## config.mk

```make
export PLATFORM = sky130hd
export DESIGN_NAME = toy_bpu_ras_filter
export DESIGN_NICKNAME = d
export VERILOG_FILES = /design/src/rtl/toy_pack.sv /design/src/rtl/toy_bpu_ras_filter_pick.sv /design/src/rtl/toy_bpu_ras_filter.sv
export SDC_FILE = /design/constraint.sdc
export NUM_CORES = 1
export LEC_CHECK = 0
export ABC_AREA = 0
export CAP_MARGIN = 0
export CORE_UTILIZATION = 25
export DETAILED_ROUTE_END_ITERATION = 8
export PLACE_DENSITY_LB_ADDON = 0.25
export SYNTH_ARGS = -nofsm -noshare
export SYNTH_HDL_FRONTEND = slang
export SYNTH_SLANG_ARGS = --single-unit
```

## constraint.sdc

```tcl
create_clock -name clk -period 11.81 [get_ports clk]
set_input_delay 3.543 -clock clk [delete_from_list [all_inputs] [get_ports clk]]
set_output_delay 3.543 -clock clk [all_outputs]
set_load 0.02 [all_outputs]
```

## src/rtl/toy_pack.sv

```systemverilog
`default_nettype none
// ============================================================================
// Package : toy_pack
// Brief   : Shared BPU payload types for the RAS filter and the RAS itself.
// Rev     : 1.0 - initial release
// ============================================================================
package toy_pack;

  localparam int ADDR_WIDTH  = 32;
  localparam int FETCH_SLOTS = 8;
  localparam int SLOT_W      = $clog2(FETCH_SLOTS);

  typedef struct packed {
    logic [ADDR_WIDTH-1:0]  pc;
    logic [ADDR_WIDTH-1:0]  pred_pc;
    logic [ADDR_WIDTH-1:0]  tgt_pc;
    logic [SLOT_W-1:0]      offset;
    logic [1:0]             inst_type;
    logic                   taken;
    logic                   is_cext;
    logic                   carry;
  } ras_pkg;

  typedef struct packed {
    logic [ADDR_WIDTH-1:0]  pc;
    logic [ADDR_WIDTH-1:0]  pred_pc;
    logic [ADDR_WIDTH-1:0]  tgt_pc;
    logic                   taken;
    logic [SLOT_W-1:0]      taken_slot;
    logic                   carry;
    logic [FETCH_SLOTS-1:0] slot_vld;
    logic [FETCH_SLOTS-1:0] slot_call;
    logic [FETCH_SLOTS-1:0] slot_ret;
    logic [FETCH_SLOTS-1:0] slot_cext;
  } ras_blk_pkg;

  typedef enum logic [0:0] {
    RF_IDLE  = 1'b0,
    RF_DRAIN = 1'b1
  } ras_filt_state_e;

endpackage
`default_nettype wire

```

## src/rtl/toy_bpu_ras_filter_pick.sv

```systemverilog
`default_nettype none
// ============================================================================
// Module : toy_bpu_ras_filter_pick
// Brief  : Lowest-set-bit priority encoder with one-hot and single-bit flag.
// Rev    : 1.0 - initial release
// ============================================================================
module toy_bpu_ras_filter_pick #(
  parameter int N = 8,
  parameter int W = $clog2(N)
) (
  input  logic [N-1:0] req_i,
  output logic [W-1:0] idx_o,
  output logic [N-1:0] onehot_o,
  output logic         only_one_o
);

  always_comb begin
    idx_o = '0;
    for (int i = N - 1; i >= 0; i--) begin
      if (req_i[i]) idx_o = W'(i);
    end
  end

  // Two's-complement trick isolates the lowest set bit.
  assign onehot_o   = req_i & (~req_i + N'(1));
  assign only_one_o = (req_i != '0) && ((req_i & (req_i - N'(1))) == '0);

endmodule
`default_nettype wire

```

## src/rtl/toy_bpu_ras_filter.sv

```systemverilog
`default_nettype none
// ============================================================================
// Module : toy_bpu_ras_filter
// Brief  : Scans a predicted fetch block for call/ret slots and emits them
//          oldest first, one per cycle, toward the RAS.
// Rev    : 1.0 - initial release
// ============================================================================
module toy_bpu_ras_filter #(
  parameter int FETCH_SLOTS = toy_pack::FETCH_SLOTS,
  parameter int SLOT_W      = $clog2(FETCH_SLOTS)
) (
  input  logic                clk,
  input  logic                rst_n,
  input  logic                pred_vld,
  output logic                pred_rdy,
  input  toy_pack::ras_blk_pkg pred_pld,
  input  logic                fe_ctrl_flush,
  output logic                filter_vld,
  output toy_pack::ras_pkg    filter_pld
);

  localparam int AW = toy_pack::ADDR_WIDTH;

  toy_pack::ras_filt_state_e state_q, state_d;
  logic [FETCH_SLOTS-1:0]    mask_q, mask_d;
  toy_pack::ras_blk_pkg      blk_q, blk_d;

  logic [FETCH_SLOTS-1:0]    limit;
  logic [FETCH_SLOTS-1:0]    cand;
  logic [SLOT_W-1:0]         pick_idx;
  logic [FETCH_SLOTS-1:0]    pick_onehot;
  logic                      pick_only_one;
  logic                      accept;
  logic [AW-1:0]             slot_pc;

  toy_bpu_ras_filter_pick #(
    .N (FETCH_SLOTS),
    .W (SLOT_W)
  ) u_pick (
    .req_i      (mask_q),
    .idx_o      (pick_idx),
    .onehot_o   (pick_onehot),
    .only_one_o (pick_only_one)
  );

  // Slots past the predicted-taken slot are never executed.
  always_comb begin
    limit = '0;
    for (int i = 0; i < FETCH_SLOTS; i++) begin
      limit[i] = !pred_pld.taken || (i <= int'(pred_pld.taken_slot));
    end
  end

  assign cand     = pred_pld.slot_vld & (pred_pld.slot_call | pred_pld.slot_ret) & limit;
  assign pred_rdy = !fe_ctrl_flush && ((mask_q == '0) || pick_only_one);
  assign accept   = pred_vld && pred_rdy;

  always_comb begin
    state_d    = state_q;
    mask_d     = mask_q;
    blk_d      = blk_q;
    filter_vld = 1'b0;
    case (state_q)
      toy_pack::RF_IDLE: begin
        if (accept && (cand != '0)) state_d = toy_pack::RF_DRAIN;
      end
      toy_pack::RF_DRAIN: begin
        filter_vld = 1'b1;
        mask_d     = mask_q & ~pick_onehot;
        if (pick_only_one) begin
          state_d = (accept && (cand != '0)) ? toy_pack::RF_DRAIN : toy_pack::RF_IDLE;
        end
      end
      default: state_d = toy_pack::RF_IDLE;
    endcase
    if (accept) begin
      blk_d  = pred_pld;
      mask_d = cand;
    end
    if (fe_ctrl_flush) begin
      mask_d  = '0;
      state_d = toy_pack::RF_IDLE;
    end
  end

  always_ff @(posedge clk or negedge rst_n) begin
    if (!rst_n) begin
      state_q <= toy_pack::RF_IDLE;
      mask_q  <= '0;
    end else begin
      state_q <= state_d;
      mask_q  <= mask_d;
    end
  end

  always_ff @(posedge clk) begin
    blk_q <= blk_d;
  end

  assign slot_pc = blk_q.pc + {{(AW-SLOT_W-1){1'b0}}, pick_idx, 1'b0};

  always_comb begin
    filter_pld           = '0;
    filter_pld.pc        = slot_pc;
    filter_pld.pred_pc   = blk_q.pred_pc;
    filter_pld.offset    = pick_idx;
    filter_pld.inst_type = {blk_q.slot_ret[pick_idx], blk_q.slot_call[pick_idx]};
    filter_pld.is_cext   = blk_q.slot_cext[pick_idx];
    filter_pld.taken     = blk_q.taken && (pick_idx == blk_q.taken_slot);
    filter_pld.carry     = blk_q.carry;
    filter_pld.tgt_pc    = filter_pld.taken ? blk_q.tgt_pc
                         : slot_pc + (filter_pld.is_cext ? AW'(2) : AW'(4));
  end

endmodule
`default_nettype wire
```

==> reports/results.tsv <==
stage	metric	value	unit
outcome	outcome	completed	
timing	Setup Skew	0.0106	ns
critical_path	CP Launch Point	mask_q[2]$_DFFE_PN0P_	
pwr	power per standard cell area	160	nW/um2
placement	gpl congestion	0.824	
timing	minimum clock period	9.15	ns
timing	Setup Viol. Count Final	0	
worst_hold_path	Hold Path Origin	mask_q[6]$_DFFE_PN0P_	
critical_path	CP arrival	5.60	ns
yosys	Yosys warning count	0	
yosys	Seq cells post-synth	134	
timing	PnR worst setup slack	2.66	ns
grt	vias in the first global route	5352	
timing	Period Utilization, post-route	77.4	%
yosys	Syn Inst Count	628	
clock_tree	CTS H-Tree Depth	4	
drt	Detail Route Antenna Nets	0	
drt	Vias	5431	
floorplan	row cnt	61	
cells_and_area	non-filler instance count after layout	1224	
timing	Least-Margin Pin Slew	1.05	ns
pwr	leakage	3.54	nW
clock_tree	hold buffers post-CTS	0	
critical_path	reg2reg setup slack	7.77	ns
pwr	combinational power share	29.5	%
floorplan	Die ar.	29000	um2
drt	DR iter-0 viols	236	
critical_path	kind of critical path	register to output port	
yosys	post-synthesis sequential area ratio	56.3	%
drt	vias per cell	4.44	
floorplan	Core Region	27800	um2
clock_tree	CTS tree	done	
pwr	Sw Pwr	0.530	mW
yosys	ys async rst share	6.72	%
drt	TritonRoute pass-1 iters	4	
clock_tree	post-CTS sizing	0	
clock_tree	clock root cell	clkbuf_16	
critical_path	data required time of the critical path	8.27	ns
pwr	Pint	1.11	mW
timing	Max Freq	0.109	GHz
yosys	most frequent cell after synthesis	edfxtp_1	
timing	unrepaired setup endpoints after global routing	no	
clock_tree	Worst-path clk slew	0.07	ns
cells_and_area	final net count	975	
floorplan	Starting Density	25.4	%
clock_tree	clk buf depth	2	
placement	Port-buffer cells	242	
grt	GRT Resource Usage Total	14.2	%
yosys	Synth area leaders	edfxtp_1 (53%), xnor2_1 (4.6%), buf_4 (3.8%)	
cells_and_area	share of cells above drive strength 1	7.82	%
placement	pre-CTS setup slack	3.01	ns
yosys	Yosys cell types	66	
grt	initial antenna violation count	4	
yosys	commonest cells in the netlist	edfxtp_1 (125), nand2_1 (56), a21oi_1 (48), nor2_1 (45), xnor2_1 (37)	
yosys	Post-Syn Area	7070	um2
cells_and_area	Syn-to-layout area delta	44.9	%
floorplan	Die Y	170	um
grt	first-pass GRT wire length	30600	um
drt	DR WL/cell	16.6	um
clock_tree	worst skew pair latency	0.42	ns
timing	Pins Over Slew Limit	0	
grt	GRT overflow	0	
grt	largest net degree at the start of global routing	83	
yosys	top_reg_cell synth	edfxtp_1	
pwr	switching share of power	32.3	%
timing	Worst slew margin	29.8	%
run	maxcap violations	0	
placement	HPWL after DPL	15200	um
critical_path	r2r startpoint	mask_q[2]$_DFFE_PN0P_	
critical_path	CP max FO	15	
pwr	VDD IR max	0.0612	mV
yosys	syn_area_per_cell	11.3	um2
timing	final setup TNS	0	ns
worst_hold_path	Hold Path Class	register to register	
yosys	Yosys top cell area share	53.1	%
clock_tree	Post-CTS Setup Bufs	0	
floorplan	Die Wd	170	um
clock_tree	total CTS buffers	17	
drt	routed wire length	20400	um
yosys	post-synth net total	772	
drt	# DRC	0	
pwr	Clk network pwr share	33.8	%
clock_tree	clk sinks	134	
critical_path	startpoint types	register	
timing	Hold Fails Final Rpt	0	
pwr	register share of total power	36.7	%
floorplan	io pins	243	
yosys	EDFF count, synth	125	
placement	Inst Count DP	1190	
yosys	post-synth top area cell	edfxtp_1	
critical_path	Crit. End Element	output port	
[registers in the layout, summed over array words and instances, names as in the netlist]
signal / flops
mask_q: 8
blk_q: 92
filter_pld: 33
state_q: 1
[layer usage]
metal,global-route usage [%],routed length [um],up-vias
li1,-,-,2666
met1,17.4,8670,2538
met2,23.1,9650,209
met3,5.74,1850,14
met4,3.72,159,4
met5,0,28,-
[area by class of cell]
cell class	count	area (um2)
clock buffer	18	429
inverter	26	103
tap	378	473
fill	2780	17500
timing repair buffer	247	2460
antenna	2	5.00
multi-input combinational	405	2630
sequential	134	3980
clock inverter	14	165
[power groups by stage]
stage	Combinational, mW	Clock, mW	Sequential, mW
floorplan	0.275	0	0.607
global placement	0.494	0	0.612
detailed placement	0.492	0	0.613
CTS	0.495	0.572	0.603
global route	0.524	0.592	0.608
finish	0.483	0.555	0.603
[logic make-up (layout without fill, tap and decap cells)]
group / after synthesis / in the layout / share of synthesized area, %
compound gates: 114 / 114 / 10.1
xor+xnor: 56 / 56 / 7.04
fa+ha+maj: 7 / 7 / 1.45
buf+inv: 89 / 305 / 6.78
flops: 134 / 134 / 56.3
mux: 16 / 16 / 2.41
other cells: 0 / 2 / 0
simple gates: 212 / 212 / 15.9
[worst paths after layout]
path                            cells after the start                    end
min in group asynchronous                           1  mask_q[4]$_DFFE_PN0P_
worst max register to register                     10  mask_q[1]$_DFFE_PN0P_
worst min-delay path                                2  mask_q[6]$_DFFE_PN0P_
max in group asynchronous                           1  mask_q[1]$_DFFE_PN0P_
worst min register to register                      2  mask_q[6]$_DFFE_PN0P_
worst max-delay path                               11         filter_pld[35]
[worst max-delay path: stages, from the launching register on]
cell,delay [ns]
dfrtp_1,0.50
or4_1,0.62
a21oi_2,0.45
ha_1,0.48
a21oi_2,0.80
o21a_1,0.29
o221ai_4,0.18
nor4_4,0.56
nand3_2,0.17
o21a_1,0.20
o31ai_1,0.25
clkdlybuf4s50_1,0.66
[through the flow]
step	hold slack, ns	cell area, um2	total power [mW]	utilization, %
floorplan	0.556	7070	0.882	-
global placement	0.606	9640	1.11	34.7
detailed placement	0.606	9640	1.11	34.7
CTS	0.615	10200	1.67	36.8
global route	0.648	10200	1.72	36.8
finish	0.622	10200	1.64	36.9
[layout by cell type (no fill, tap or decap), types with 3 or more instances in the layout]
master	synthesis	layout
a21oi_1	48	48
a31oi_1	5	5
and2_1	3	3
and3_1	7	7
and4_1	6	6
buf_4	36	5
clkbuf_16	0	17
clkdlybuf4s50_1	0	242
clkinvlp_4	0	4
dfrtp_1	9	9
edfxtp_1	125	125
ha_1	5	5
inv_1	25	25
inv_6	0	7
mux2_2	8	8
mux2i_1	8	8
nand2_1	56	56
nand2b_1	6	6
nand3_1	21	21
nand4_1	13	13
nor2_1	45	45
nor2b_1	6	6
nor3_1	13	13
nor4_1	10	10
nor4b_1	3	3
o211ai_1	9	9
o21a_1	3	3
o21ai_0	25	25
xnor2_1	37	37
xor2_1	18	18
Power figures use the tool's default switching activity.
